### src/rtl/exc_ctrl_pkg.sv
// Shared CPU parameters for exception control: ExcCode values, handler vector,
// reset PC seed and the take/eret FSM encoding.
package exc_ctrl_pkg;

    localparam int          CODE_W_DEF  = 5;

    localparam logic [4:0]  EXC_INT     = 5'd0;
    localparam logic [4:0]  EXC_ADEL    = 5'd4;
    localparam logic [4:0]  EXC_ADES    = 5'd5;
    localparam logic [4:0]  EXC_SYSCALL = 5'd8;
    localparam logic [4:0]  EXC_RI      = 5'd10;
    localparam logic [4:0]  EXC_OV      = 5'd12;

    localparam logic [31:0] EXC_VEC_DEF = 32'h0000_4180;
    localparam logic [31:0] LAST_PC_RST = 32'h0000_3000;

    // Slot indices along the pipe.
    localparam int          SLOT_D      = 0;
    localparam int          SLOT_E      = 1;
    localparam int          SLOT_M      = 2;
    localparam int          NUM_SLOTS   = 3;

    typedef enum logic [0:0] {
        ST_RUN    = 1'b0,
        ST_SHADOW = 1'b1
    } exc_state_e;

    // Restart PC for the faulting instruction; with M empty the next sequential
    // word after the last retired-into-M instruction is the resume point.
    function automatic logic [31:0] calc_epc(
        input logic        m_valid,
        input logic        bd,
        input logic [31:0] pc,
        input logic [31:0] last_pc
    );
        logic [31:0] epc;
        if (!m_valid)
            epc = last_pc + 32'd4;
        else if (bd)
            epc = pc - 32'd4;
        else
            epc = pc;
        return epc;
    endfunction

endpackage

### src/rtl/exc_ctrl_if.sv
// Pipeline <-> exception controller signal bundle: per-stage fault reports,
// M-stage context, CP0 state in; commit strobe and redirect out.
interface exc_ctrl_if #(
    parameter int CODE_W = 5
);
    logic              stall_d;
    logic              exc_f_valid;
    logic [CODE_W-1:0] exc_f_code;
    logic              exc_d_valid;
    logic [CODE_W-1:0] exc_d_code;
    logic              exc_e_valid;
    logic [CODE_W-1:0] exc_e_code;
    logic              exc_m_valid;
    logic [CODE_W-1:0] exc_m_code;
    logic              m_valid;
    logic [31:0]       pc_m;
    logic              bd_m;
    logic              eret_m;
    logic [5:0]        hw_int;
    logic [5:0]        sr_im;
    logic              sr_ie;
    logic              sr_exl;
    logic [31:0]       epc_cp0;

    logic              exc_take;
    logic [CODE_W-1:0] exc_code;
    logic [31:0]       exc_epc;
    logic              exc_bd;
    logic              flush;
    logic              redirect_valid;
    logic [31:0]       redirect_pc;

    modport master (
        output stall_d, exc_f_valid, exc_f_code, exc_d_valid, exc_d_code,
               exc_e_valid, exc_e_code, exc_m_valid, exc_m_code,
               m_valid, pc_m, bd_m, eret_m, hw_int, sr_im, sr_ie, sr_exl, epc_cp0,
        input  exc_take, exc_code, exc_epc, exc_bd, flush, redirect_valid, redirect_pc
    );

    modport slave (
        input  stall_d, exc_f_valid, exc_f_code, exc_d_valid, exc_d_code,
               exc_e_valid, exc_e_code, exc_m_valid, exc_m_code,
               m_valid, pc_m, bd_m, eret_m, hw_int, sr_im, sr_ie, sr_exl, epc_cp0,
        output exc_take, exc_code, exc_epc, exc_bd, flush, redirect_valid, redirect_pc
    );
endinterface

### src/rtl/exc_ctrl_slot.sv
// One pipeline-stage fault record (valid + code). An older fault carried in
// from upstream always beats a fault newly detected for the same instruction.
module exc_slot #(
    parameter int CODE_W = 5
) (
    input  logic              clk,
    input  logic              reset,
    input  logic              i_clear,
    input  logic              i_hold,
    input  logic              i_bubble,
    input  logic              i_in_valid,
    input  logic [CODE_W-1:0] i_in_code,
    input  logic              i_new_valid,
    input  logic [CODE_W-1:0] i_new_code,
    output logic              o_valid,
    output logic [CODE_W-1:0] o_code
);

    logic              r_valid;
    logic [CODE_W-1:0] r_code;

    always_ff @(posedge clk) begin
        if (reset || i_clear) begin
            r_valid <= 1'b0;
            r_code  <= '0;
        end else if (i_hold) begin
            r_valid <= r_valid;
            r_code  <= r_code;
        end else if (i_bubble) begin
            r_valid <= 1'b0;
            r_code  <= '0;
        end else if (i_in_valid) begin
            r_valid <= 1'b1;
            r_code  <= i_in_code;
        end else if (i_new_valid) begin
            r_valid <= 1'b1;
            r_code  <= i_new_code;
        end else begin
            r_valid <= 1'b0;
            r_code  <= '0;
        end
    end

    assign o_valid = r_valid;
    assign o_code  = r_code;

endmodule

### src/rtl/exc_ctrl.sv
// Precise-exception controller: tracks per-stage faults down to M, decides the
// take/eret in M and drives the CP0 commit and the pipeline flush/redirect.
module exc_ctrl
    import exc_ctrl_pkg::*;
#(
    parameter logic [31:0] EXC_VEC = EXC_VEC_DEF,
    parameter int          CODE_W  = CODE_W_DEF
) (
    input  logic       clk,
    input  logic       reset,
    exc_ctrl_if.slave  bus
);

    exc_state_e        r_state;
    logic [31:0]       r_last_pc;

    logic [NUM_SLOTS-1:0] w_hold;
    logic [NUM_SLOTS-1:0] w_bubble;
    logic [NUM_SLOTS-1:0] w_in_valid;
    logic [NUM_SLOTS-1:0] w_new_valid;
    logic [NUM_SLOTS-1:0] w_slot_valid;
    logic [CODE_W-1:0]    w_in_code   [NUM_SLOTS];
    logic [CODE_W-1:0]    w_new_code  [NUM_SLOTS];
    logic [CODE_W-1:0]    w_slot_code [NUM_SLOTS];

    logic              w_int_req;
    logic              w_run;
    logic              w_m_fault;
    logic              w_take;
    logic              w_eret;
    logic              w_flush;
    logic [CODE_W-1:0] w_code;
    logic [31:0]       w_epc;

    // D takes the fetch fault; E and M take the slot ahead of them merged with
    // the fault detected in the stage they are leaving.
    always_comb begin
        w_hold      = '0;
        w_bubble    = '0;
        w_in_valid  = '0;
        w_new_valid = '0;
        for (int i = 0; i < NUM_SLOTS; i++) begin
            w_in_code[i]  = '0;
            w_new_code[i] = '0;
        end

        w_hold[SLOT_D]      = bus.stall_d;
        w_in_valid[SLOT_D]  = bus.exc_f_valid;
        w_in_code[SLOT_D]   = bus.exc_f_code;

        w_bubble[SLOT_E]    = bus.stall_d;
        w_in_valid[SLOT_E]  = w_slot_valid[SLOT_D];
        w_in_code[SLOT_E]   = w_slot_code[SLOT_D];
        w_new_valid[SLOT_E] = bus.exc_d_valid;
        w_new_code[SLOT_E]  = bus.exc_d_code;

        w_in_valid[SLOT_M]  = w_slot_valid[SLOT_E];
        w_in_code[SLOT_M]   = w_slot_code[SLOT_E];
        w_new_valid[SLOT_M] = bus.exc_e_valid;
        w_new_code[SLOT_M]  = bus.exc_e_code;
    end

    for (genvar gi = 0; gi < NUM_SLOTS; gi++) begin : g_slot
        exc_slot #(
            .CODE_W (CODE_W)
        ) u_slot (
            .clk         (clk),
            .reset       (reset),
            .i_clear     (w_flush),
            .i_hold      (w_hold[gi]),
            .i_bubble    (w_bubble[gi]),
            .i_in_valid  (w_in_valid[gi]),
            .i_in_code   (w_in_code[gi]),
            .i_new_valid (w_new_valid[gi]),
            .i_new_code  (w_new_code[gi]),
            .o_valid     (w_slot_valid[gi]),
            .o_code      (w_slot_code[gi])
        );
    end

    assign w_int_req = (|(bus.hw_int & bus.sr_im)) & bus.sr_ie & ~bus.sr_exl;

    // Reset gates the decision combinationally so a same-cycle take/eret is lost.
    assign w_run     = (r_state == ST_RUN) & ~reset;
    assign w_m_fault = w_slot_valid[SLOT_M] | (bus.m_valid & bus.exc_m_valid);
    assign w_take    = w_run & (w_int_req | w_m_fault);
    assign w_eret    = w_run & bus.eret_m & bus.m_valid & ~w_take;
    assign w_flush   = w_take | w_eret;

    always_comb begin
        if (w_int_req)
            w_code = CODE_W'(EXC_INT);
        else if (w_slot_valid[SLOT_M])
            w_code = w_slot_code[SLOT_M];
        else
            w_code = bus.exc_m_code;
    end

    assign w_epc = calc_epc(bus.m_valid, bus.bd_m, bus.pc_m, r_last_pc);

    assign bus.exc_take       = w_take;
    assign bus.exc_code       = w_take ? w_code : '0;
    assign bus.exc_epc        = w_take ? w_epc : 32'd0;
    assign bus.exc_bd         = w_take & bus.bd_m & bus.m_valid;
    assign bus.flush          = w_flush;
    assign bus.redirect_valid = w_flush;
    assign bus.redirect_pc    = w_take ? EXC_VEC : (w_eret ? bus.epc_cp0 : 32'd0);

    // SHADOW lasts one cycle so the redirected instruction can enter unmolested.
    always_ff @(posedge clk) begin
        if (reset) begin
            r_state   <= ST_RUN;
            r_last_pc <= LAST_PC_RST;
        end else begin
            if (bus.m_valid)
                r_last_pc <= {bus.pc_m[31:2], 2'b00};
            case (r_state)
                ST_RUN:    r_state <= w_flush ? ST_SHADOW : ST_RUN;
                ST_SHADOW: r_state <= ST_RUN;
                default:   r_state <= ST_RUN;
            endcase
        end
    end

endmodule

### src/flat_wrapper.sv
// flat-port wrapper written by rule: the top's interface ports become plain ports
module exc_ctrl_flat import exc_ctrl_pkg::*;
#(
    parameter logic [31:0] EXC_VEC = EXC_VEC_DEF,
    parameter int          CODE_W  = CODE_W_DEF
)
  (clk, reset, bus_stall_d, bus_exc_f_valid, bus_exc_f_code, bus_exc_d_valid, bus_exc_d_code, bus_exc_e_valid, bus_exc_e_code, bus_exc_m_valid, bus_exc_m_code, bus_m_valid, bus_pc_m, bus_bd_m, bus_eret_m, bus_hw_int, bus_sr_im, bus_sr_ie, bus_sr_exl, bus_epc_cp0, bus_exc_take, bus_exc_code, bus_exc_epc, bus_exc_bd, bus_flush, bus_redirect_valid, bus_redirect_pc);
  exc_ctrl_if #(.CODE_W(CODE_W)) bus_i ();
  input  logic clk;
  input  logic reset;
  input wire logic [$bits(bus_i.stall_d)-1:0] bus_stall_d;
  input wire logic [$bits(bus_i.exc_f_valid)-1:0] bus_exc_f_valid;
  input wire logic [$bits(bus_i.exc_f_code)-1:0] bus_exc_f_code;
  input wire logic [$bits(bus_i.exc_d_valid)-1:0] bus_exc_d_valid;
  input wire logic [$bits(bus_i.exc_d_code)-1:0] bus_exc_d_code;
  input wire logic [$bits(bus_i.exc_e_valid)-1:0] bus_exc_e_valid;
  input wire logic [$bits(bus_i.exc_e_code)-1:0] bus_exc_e_code;
  input wire logic [$bits(bus_i.exc_m_valid)-1:0] bus_exc_m_valid;
  input wire logic [$bits(bus_i.exc_m_code)-1:0] bus_exc_m_code;
  input wire logic [$bits(bus_i.m_valid)-1:0] bus_m_valid;
  input wire logic [$bits(bus_i.pc_m)-1:0] bus_pc_m;
  input wire logic [$bits(bus_i.bd_m)-1:0] bus_bd_m;
  input wire logic [$bits(bus_i.eret_m)-1:0] bus_eret_m;
  input wire logic [$bits(bus_i.hw_int)-1:0] bus_hw_int;
  input wire logic [$bits(bus_i.sr_im)-1:0] bus_sr_im;
  input wire logic [$bits(bus_i.sr_ie)-1:0] bus_sr_ie;
  input wire logic [$bits(bus_i.sr_exl)-1:0] bus_sr_exl;
  input wire logic [$bits(bus_i.epc_cp0)-1:0] bus_epc_cp0;
  output wire logic [$bits(bus_i.exc_take)-1:0] bus_exc_take;
  output wire logic [$bits(bus_i.exc_code)-1:0] bus_exc_code;
  output wire logic [$bits(bus_i.exc_epc)-1:0] bus_exc_epc;
  output wire logic [$bits(bus_i.exc_bd)-1:0] bus_exc_bd;
  output wire logic [$bits(bus_i.flush)-1:0] bus_flush;
  output wire logic [$bits(bus_i.redirect_valid)-1:0] bus_redirect_valid;
  output wire logic [$bits(bus_i.redirect_pc)-1:0] bus_redirect_pc;
  assign bus_i.stall_d = bus_stall_d;
  assign bus_i.exc_f_valid = bus_exc_f_valid;
  assign bus_i.exc_f_code = bus_exc_f_code;
  assign bus_i.exc_d_valid = bus_exc_d_valid;
  assign bus_i.exc_d_code = bus_exc_d_code;
  assign bus_i.exc_e_valid = bus_exc_e_valid;
  assign bus_i.exc_e_code = bus_exc_e_code;
  assign bus_i.exc_m_valid = bus_exc_m_valid;
  assign bus_i.exc_m_code = bus_exc_m_code;
  assign bus_i.m_valid = bus_m_valid;
  assign bus_i.pc_m = bus_pc_m;
  assign bus_i.bd_m = bus_bd_m;
  assign bus_i.eret_m = bus_eret_m;
  assign bus_i.hw_int = bus_hw_int;
  assign bus_i.sr_im = bus_sr_im;
  assign bus_i.sr_ie = bus_sr_ie;
  assign bus_i.sr_exl = bus_sr_exl;
  assign bus_i.epc_cp0 = bus_epc_cp0;
  assign bus_exc_take = bus_i.exc_take;
  assign bus_exc_code = bus_i.exc_code;
  assign bus_exc_epc = bus_i.exc_epc;
  assign bus_exc_bd = bus_i.exc_bd;
  assign bus_flush = bus_i.flush;
  assign bus_redirect_valid = bus_i.redirect_valid;
  assign bus_redirect_pc = bus_i.redirect_pc;
  exc_ctrl #(.EXC_VEC(EXC_VEC), .CODE_W(CODE_W)) u_core (.clk(clk), .reset(reset), .bus(bus_i));
endmodule
### config.mk
export PLATFORM = sky130hd
export DESIGN_NAME = exc_ctrl_flat
export DESIGN_NICKNAME = d
export VERILOG_FILES = /design/src/rtl/exc_ctrl_pkg.sv /design/src/rtl/exc_ctrl_if.sv /design/src/rtl/exc_ctrl_slot.sv /design/src/rtl/exc_ctrl.sv /design/src/flat_wrapper.sv
export SDC_FILE = /design/constraint.sdc
export NUM_CORES = 1
export LEC_CHECK = 0
export ABC_AREA = 1
export CAP_MARGIN = 20
export CORE_MARGIN = 5
export CORE_UTILIZATION = 44
export DETAILED_ROUTE_END_ITERATION = 10
export PLACE_DENSITY_LB_ADDON = 0.3
export SLEW_MARGIN = 5
export SYNTH_ARGS = -nofsm -noshare
export SYNTH_HDL_FRONTEND = slang
export SYNTH_SLANG_ARGS = --single-unit
### constraint.sdc
create_clock -name clk -period 2.06 [get_ports clk]
set_input_delay 0.309 -clock clk [delete_from_list [all_inputs] [get_ports clk]]
set_output_delay 0.309 -clock clk [all_outputs]
set_load 0.1 [all_outputs]
==> metrics.cfg, run 1 <==
[place]
dpl.hpwl_um = 15000
dpl-instance-area_mm2 = 0.00791
numPortBuffers = 180
dp.cells = 1117
gp_congestion = 0.956

[synthesis]
synthTopCellsByCount = 163 x nor2_1, 162 x nand2_1, 99 x inv_1
synth_top_area_share_pct = 22.9
synth_flop_cell = dfxtp_1
synth_compound_area_share_pct = 17.6
synth_top_family_by_area = simple AND/OR/NAND/NOR gates
yosysWarnings = 0
synth_fa_ha_area_share_pct = 0.584
synth_xor_area_share_pct = 0.818
ys_seq_elements = 49
synth.avg_cell_area_um2 = 5.67
synth.area.mux_share_pct = 1.17
yosysTopAreaCell = dfxtp_1
syn_area_mm2 = 0.00428
ys_async_sr_fraction_pct = 0
seq_area_frac_synth_pct = 22.9
synth-edff-count = 0
ys_top_cells_by_area = dfxtp_1 23%, nor2_1 14%, nand2_1 14%
yosysMostFrequentCell = nor2_1
synth_nets = 866
synthCells = 756
synthSimpleGateAreaFrac_pct = 44.8
synthDistinctLibCells = 35

[run_status]
error = [ERROR GRT-0232] Routing congestion too high. Check the congestion heatmap in the GUI.
failed_stage = global routing (5_1_grt)
status = stopped before the end

[clocking]
cts_hold_buf = 0
cts_root_buffer = clkbuf_8
cts_htree_levels = 2
clk_path_buf_depth = 2
cts_made_buffers = 5
cts.sinks = 49

[floorplan]
fp-row-count = 36
die_h_um = 109
die_w_um = 109
start_util_pct = 44.4
ios = 181

[grt]
track_usage_pct = 66.0
globalRouteOverflowTotal = 36
grt_max_degree = 77

[timing]
grt-worst-endpoint = bus_exc_epc[26]
worstEpCategory = top-level output

logic make-up after synthesis:
group           Yosys count
xor+xnor                  4
compound gates          139
buf+inv                 129
mux                       5
flops                    49
fa+ha+maj                 2
simple gates            428
what timing repair did:
action,CTS
gates cloned,4
resized for setup,228
hold endpoints to repair,0
buffers inserted,29
setup endpoints to repair,73
pin swaps,77
per-layer routing:
metal,GRT usage (%),overflow
met5,10.3,0
met4,68.8,16
met3,44.2,1
met2,88.0,19
met1,64.6,0
through the flow:
stage / hold slack (ns) / setup slack, ns
after CTS: 0.440 / -0.152
after detailed placement: 0.498 / -0.457
after global placement: 0.488 / -0.366
after floorplan: 0.374 / -0.462
==> run 2, diff against run 1 <==
Settings changed: CORE_UTILIZATION 44 to 40, PLACE_DENSITY_LB_ADDON 0.3 to 0.15.
==> run 2 against run 1 <==
  * The flow now finishes, with violations (negative setup slack)
  * Synthesized area is the same
  * Synthesized cell count is the same
==> metrics.cfg, run 2 <==
[timing]
finalCritPeriodShare_pct = 117
setup_violations = 27
final-hold-violation-count = 0
setup_ws_ns = -0.355
final.setup.tns_ns = -5.41
timing.final.max_slew_violations = 0
layout_min_cycle_time_ns = 2.42
relSlewSlack_pct = 71.9
worstMarginPinSlew_ns = 0.422
rsz0062_at_grt = true
holdWs_ns = 0.352
fmax_ghz = 0.414
skew_ns = 0.00177

[route]
drt-pass1-iter-count = 6
postRouteAntennaNets = 0
drc_errors = 0
vias = 6764
drt_iter0_drc = 772
routed_wl_um = 24700
via_per_inst = 5.79
detail_route.wl_per_cell_um = 21.1

[final_layout]
area_growth_pct = 113
largest_reg_flops = 30
layout.nets = 1142
regMostFlops = u_core.r_last_pc
fillers = 516
multi_input_area_mm2 = 0.00392
final_common_cell = nand2_1
drive_gt1_share_pct = 49.1
seq_area_mm2 = 0.00104
layout_common_cells = 110 x nand2_1, 96 x buf_4, 88 x inv_1
diodes = 0

[synthesis]
ys_top_cells_by_area = dfxtp_1 23%, nor2_1 14%, nand2_1 14%
yosysTopAreaCell = dfxtp_1
synthSimpleGateAreaFrac_pct = 44.8
seq_area_frac_synth_pct = 22.9
syn_area_mm2 = 0.00428
synth-edff-count = 0
synth_top_area_share_pct = 22.9
synth_nets = 866
synth.avg_cell_area_um2 = 5.67
ys_seq_elements = 49
synthTopCellsByCount = 163 x nor2_1, 162 x nand2_1, 99 x inv_1
synth_top_family_by_area = simple AND/OR/NAND/NOR gates
synth_compound_area_share_pct = 17.6
yosysMostFrequentCell = nor2_1
yosysWarnings = 0
synth_fa_ha_area_share_pct = 0.584
synth_flop_cell = dfxtp_1
synthCells = 756
synth_xor_area_share_pct = 0.818
ys_async_sr_fraction_pct = 0
synth.area.mux_share_pct = 1.17
synthDistinctLibCells = 35

[worst_setup_path]
critPathKind = flip-flop to output port
cp-startpoint = u_core.r_last_pc[3]$_SDFFE_PP0P_
worstReg2RegStart = u_core.g_slot[2].u_slot.o_valid$_SDFF_PP0_
startpoint_type = flip-flop
reg2regPathDepth = 8
endpoint_kind = output port
crit_arrival_ns = 2.11
cp_max_fo = 4
cp.required_ns = 1.75
endpoint = bus_exc_epc[18]
r2r-end = u_core.g_slot[1].u_slot.o_valid$_SDFF_PP0_
reg2reg_slack_ns = 0.43

[power_and_ir_drop]
powerDensity_mw_per_mm2 = 412
ir_worst_vdd_mv = 0.363
p_leak_nw = 3.80

[floorplan]
ios = 181
die_h_um = 113
die_w_um = 113
dieArea_mm2 = 0.0129
fp-row-count = 37
core_mm2 = 0.0104
start_util_pct = 41.3

[clocking]
clk_path_buf_depth = 2
cts_made_buffers = 5
clk_pin_slew_ns = 0.12
cts_htree_levels = 2
cts_root_buffer = clkbuf_8
insertion_delay_ns = 0.33
cts.sinks = 49
cts_hold_buf = 0
cts_tree = yes

[place]
gp_congestion = 0.998
dpl.hpwl_um = 15500
numPortBuffers = 180

[run_status]
violations = negative setup slack
status = finished, violations left

[hold_path]
hold_path.class = input port to flip-flop

[grt]
antenna_found_initial = 0
grt_pass1_vias = 6494
grt_pass1_wl_um = 34200
grt_max_degree = 75
globalRouteOverflowTotal = 0
track_usage_pct = 33.0

[run]
drv_cap = 0

## run 2: cell counts after synthesis
Identical to the previous run, type by type.
## run 2: worst min path at each step
stage / start / endpoint / slack (ns) / cells after the start
2_1_floorplan: reset / u_core.r_last_pc[2]$_SDFFE_PP0P_ / 0.37 / 1
3_3_place_gp: u_core.r_last_pc[13]$_SDFFE_PP1P_ / u_core.r_last_pc[13]$_SDFFE_PP1P_ / 0.48 / 2
3_5_place_dp: u_core.r_last_pc[13]$_SDFFE_PP1P_ / u_core.r_last_pc[13]$_SDFFE_PP1P_ / 0.48 / 2
4_1_cts: bus_pc_m[6] / u_core.r_last_pc[6]$_SDFFE_PP0P_ / 0.48 / 3
5_1_grt: bus_pc_m[6] / u_core.r_last_pc[6]$_SDFFE_PP0P_ / 0.37 / 3
6_report: bus_pc_m[26] / u_core.r_last_pc[26]$_SDFFE_PP0P_ / 0.35 / 3
## run 2: cell families after synthesis
logic type,after synthesis
adder cells (fa/ha/maj),2
buffers and inverters,129
AO/OA/AOI/OAI,139
AND/OR/NAND/NOR,428
flip-flops,49
XOR/XNOR,4
multiplexers,5
## run 2: final cells by class
cell class | instances | area share (%)
multi-input combinational | 578 | 43.0
timing repair buffer | 295 | 38.2
sequential | 49 | 11.4
inverter | 102 | 4.41
tap | 136 | 1.86
clock buffer | 5 | 0.754
clock inverter | 3 | 0.315
timing repair inverter | 1 | 0.0685
## run 2: timing repair
| item | 4_1_cts | 5_1_grt |
|---|---|---|
| gates cloned | 4 | 0 |
| setup buffers | 25 | 12 |
| gates resized for setup | 261 | 110 |
| endpoints found under the setup margin | 73 | 65 |
| pin swaps | 97 | 70 |
## run 2: power breakdown
group | internal (mW) | switching, mW | leakage (nW)
Combinational | 0.769 | 1.21 | 3.33
Clock | 0.258 | 0.438 | 0.0511
Sequential | 1.01 | 0.0777 | 0.415
Total | 2.04 | 1.72 | 3.80
## run 2: metrics by stage
stage	total power, mW	area [um^2]	cells	setup slack (ns)	utilization [%]
3_3_place_gp	2.78	7940	1122	-0.411	76.6
2_1_floorplan	2.05	4740	756	-0.462	-
3_5_place_dp	2.81	7940	1122	-0.449	76.6
6_report	3.76	9130	1169	-0.355	88.0
4_1_cts	3.60	8840	1158	-0.144	85.3
5_1_grt	3.86	9130	1169	-0.424	88.0
## run 2: critical path, cell delays in order (launching register included)
cell	delay [ns]
dfxtp_4	0.40
ha_4	0.20
nand2_4	0.09
nor2_4	0.13
nand2_2	0.11
nor2_4	0.16
nand2_2	0.09
nand2_1	0.07
nand2_1	0.07
o21ai_2	0.21
nor2_4	0.06
buf_12	0.16
## run 2: routing by layer
metal | vias up | share of wire (%) | global-route usage (%)
li1 | 2960 | - | -
met1 | 3111 | 34 | 37.3
met2 | 554 | 51 | 61.6
met3 | 139 | 9.3 | 5.20
met4 | 0 | 6.2 | 12.7
met5 | - | 0 | 0
Note: power is estimated with default switching activity, not from simulation.
==> run 3, diff against run 2 <==
Settings changed: CORE_MARGIN 5 to not set, SKIP_LAST_GASP set to 1.
==> run 3 against run 2 <==
  * The run still ends with negative setup slack left
  * Hold slack better by 0.019 ns
  * Clock skew is 0.00095 ns higher
  * Sequential power is essentially flat
  * Count of clock-buffer cells in the layout is the same
  * Register-to-register slack barely moved
  * Die area is 14% lower
  * Worst setup slack worse by 0.041 ns
  * Maximum frequency is 1.7% lower
  * First-iteration DRC count up 52%
  * Combinational power increased by 6%
  * Power rose by 3.3%
  * Flip-flop and latch count stayed put
==> metrics.cfg, run 3 (same netlist as run 2, synthesis figures left out) <==
[run_status]
status = finished, violations left
violations = negative setup slack

[floorplan]
dieArea_mm2 = 0.0111
die_w_um = 105
fp-row-count = 37
die_h_um = 105
core_mm2 = 0.0104
start_util_pct = 41.3
ios = 181

[final_layout]
seq_area_mm2 = 0.00107
drive_gt1_share_pct = 51.0
fillers = 426
post-route-util_pct = 91.0
diodes = 0
layout.nets = 1161
largest_reg_flops = 30
area_growth_pct = 120
layout_common_cells = 107 x nand2_1, 103 x buf_4, 84 x nor2_4
fin_area_mm2 = 0.00943
final_common_cell = nand2_1
multi_input_area_mm2 = 0.00394
regMostFlops = u_core.r_last_pc

[timing]
timing.final.max_slew_violations = 0
rsz0062_at_grt = true
setup_violations = 66
finalCritPeriodShare_pct = 119
setup_ws_ns = -0.396
worstMarginPinSlew_ns = 0.950
holdWs_ns = 0.371
layout_min_cycle_time_ns = 2.46
skew_ns = 0.00272
relSlewSlack_pct = 36.0
final-hold-violation-count = 0
fmax_ghz = 0.407

[worst_setup_path]
cp-startpoint = u_core.r_last_pc[2]$_SDFFE_PP0P_
critPathKind = flip-flop to output port
slowest_stage = dfxtp_4
cp.required_ns = 1.75
reg2regPathDepth = 7
endpoint_kind = output port
r2r-end = u_core.g_slot[1].u_slot.o_code[0]$_SDFF_PP0_
reg2reg_slack_ns = 0.42
cp_max_fo = 3
crit_arrival_ns = 2.15
path_cells = ha_4 > nand2_4 > nor2_4 > nand2_2 > buf_6 > o21ai_2 > nand3_1 > nand2_1 > nor2_2 > buf_12
crit_path_max_incr_delay_ns = 0.41
worstReg2RegStart = u_core.g_slot[2].u_slot.o_valid$_SDFF_PP0_
startpoint_type = flip-flop
endpoint = bus_exc_epc[12]

[route]
postRouteAntennaNets = 0
routed_wl_um = 27500
vias = 7235
drc_errors = 0
detail_route.wl_per_cell_um = 23.2
drt_iter0_drc = 1173
drt-pass1-iter-count = 8
via_per_inst = 6.09

[power_and_ir_drop]
powerDensity_mw_per_mm2 = 412
internal-power_mw = 2.08
ir_worst_vdd_mv = 0.374
p_comb_share_pct = 53.8
p_leak_nw = 3.94
power_frac_clock_pct = 18.1
p_seq_share_pct = 28.0
p_sw_mw = 1.80
p_sw_share_pct = 46.4

[clocking]
clk_path_buf_depth = 2
cts_htree_levels = 2
cts.sinks = 49
cts_tree = yes
cts_made_buffers = 5
insertion_delay_ns = 0.35
cts_hold_buf = 0
clk_pin_slew_ns = 0.12
cts_root_buffer = clkbuf_8

[hold_path]
hold_depth = 4
hold_path.class = input port to flip-flop

[grt]
track_usage_pct = 39.8
globalRouteOverflowTotal = 0
grt_max_degree = 59
antenna_found_initial = 1
grt_pass1_wl_um = 34600
grt_pass1_vias = 6724

[place]
place_ws_ns = -0.410
gp_congestion = 0.927
dpl-instance-area_mm2 = 0.00804
dpl.hpwl_um = 14500
numPortBuffers = 180

[run]
drv_cap = 0

==> run 3: changes by cell type in the layout (fill, tap and decap cells not counted), moves of 7 or more <==
cell      before  now
clkbuf_2      13    6
buf_4         96  103
dfxtp_2       18   10
dfxtp_4       10   20
buf_6         18   26
nand2_4        8   15
==> run 3: worst max-delay path, delay by kind of cell (launching register included) <==
kind,cells,cell delay (ns)
DFF,1,0.41
adders and majority gates,1,0.15
AOI/OAI and AO/OA,1,0.28
and+or+nand+nor,6,0.66
buffers and inverters,2,0.31
==> run 3: worst min path at each step <==
| stage | from | endpoint | slack (ns) |
|---|---|---|---|
| 6_report | bus_pc_m[2] | u_core.r_last_pc[2]$_SDFFE_PP0P_ | 0.37 |
| 5_1_grt | bus_pc_m[2] | u_core.r_last_pc[2]$_SDFFE_PP0P_ | 0.35 |
| 4_1_cts | bus_pc_m[6] | u_core.r_last_pc[6]$_SDFFE_PP0P_ | 0.40 |
| 3_5_place_dp | u_core.g_slot[1].u_slot.o_code[4]$_SDFF_PP0_ | u_core.g_slot[2].u_slot.o_code[4]$_SDFF_PP0_ | 0.51 |
| 3_3_place_gp | u_core.g_slot[1].u_slot.o_code[3]$_SDFF_PP0_ | u_core.g_slot[2].u_slot.o_code[3]$_SDFF_PP0_ | 0.49 |
| 2_1_floorplan | reset | u_core.r_last_pc[2]$_SDFFE_PP0P_ | 0.37 |
==> run 3: cell type report <==
cell class	instances	share of cell area (%)
Timing Repair Buffer	314	39.7
Multi-Input combinational cell	578	41.8
Sequential cell	49	11.3
Clock inverter	3	0.279
Clock buffer	5	0.730
Inverter	102	4.27
Timing Repair inverter	1	0.0796
Tap cell	136	1.80
==> run 3: per-stage QoR <==
step	instances	total power, mW	TNS, ns
after CTS	1175	3.62	-1.53
final	1188	3.88	-10.81
after floorplan	756	2.05	-2.37
after global placement	1132	2.80	-17.42
after global routing	1188	3.96	-14.03
after detailed placement	1132	2.83	-23.05
==> run 3: per-layer routing <==
layer	part of all wire (%)	GRT usage, %	vias up
met5	0.029	0	-
met1	33	45.3	3286
met3	11	5.75	272
li1	-	-	3003
met2	46	71.0	672
met4	9.9	22.0	2
==> run 3: what timing repair did <==
| action | CTS | global route |
|---|---|---|
| pin swaps | 118 | 63 |
| endpoints found under the setup margin | 73 | 64 |
| setup buffers | 32 | 15 |
| gates cloned | 4 | 0 |
| gates resized for setup | 289 | 136 |
==> run 3: power by group through the flow <==
stage | clock, mW | combinational [mW] | sequential, mW
detailed placement | 0 | 1.75 | 1.09
floorplan | 0 | 0.982 | 1.07
finish | 0.705 | 2.09 | 1.09
CTS | 0.660 | 1.89 | 1.07
global placement | 0 | 1.72 | 1.08
global route | 0.730 | 2.14 | 1.09
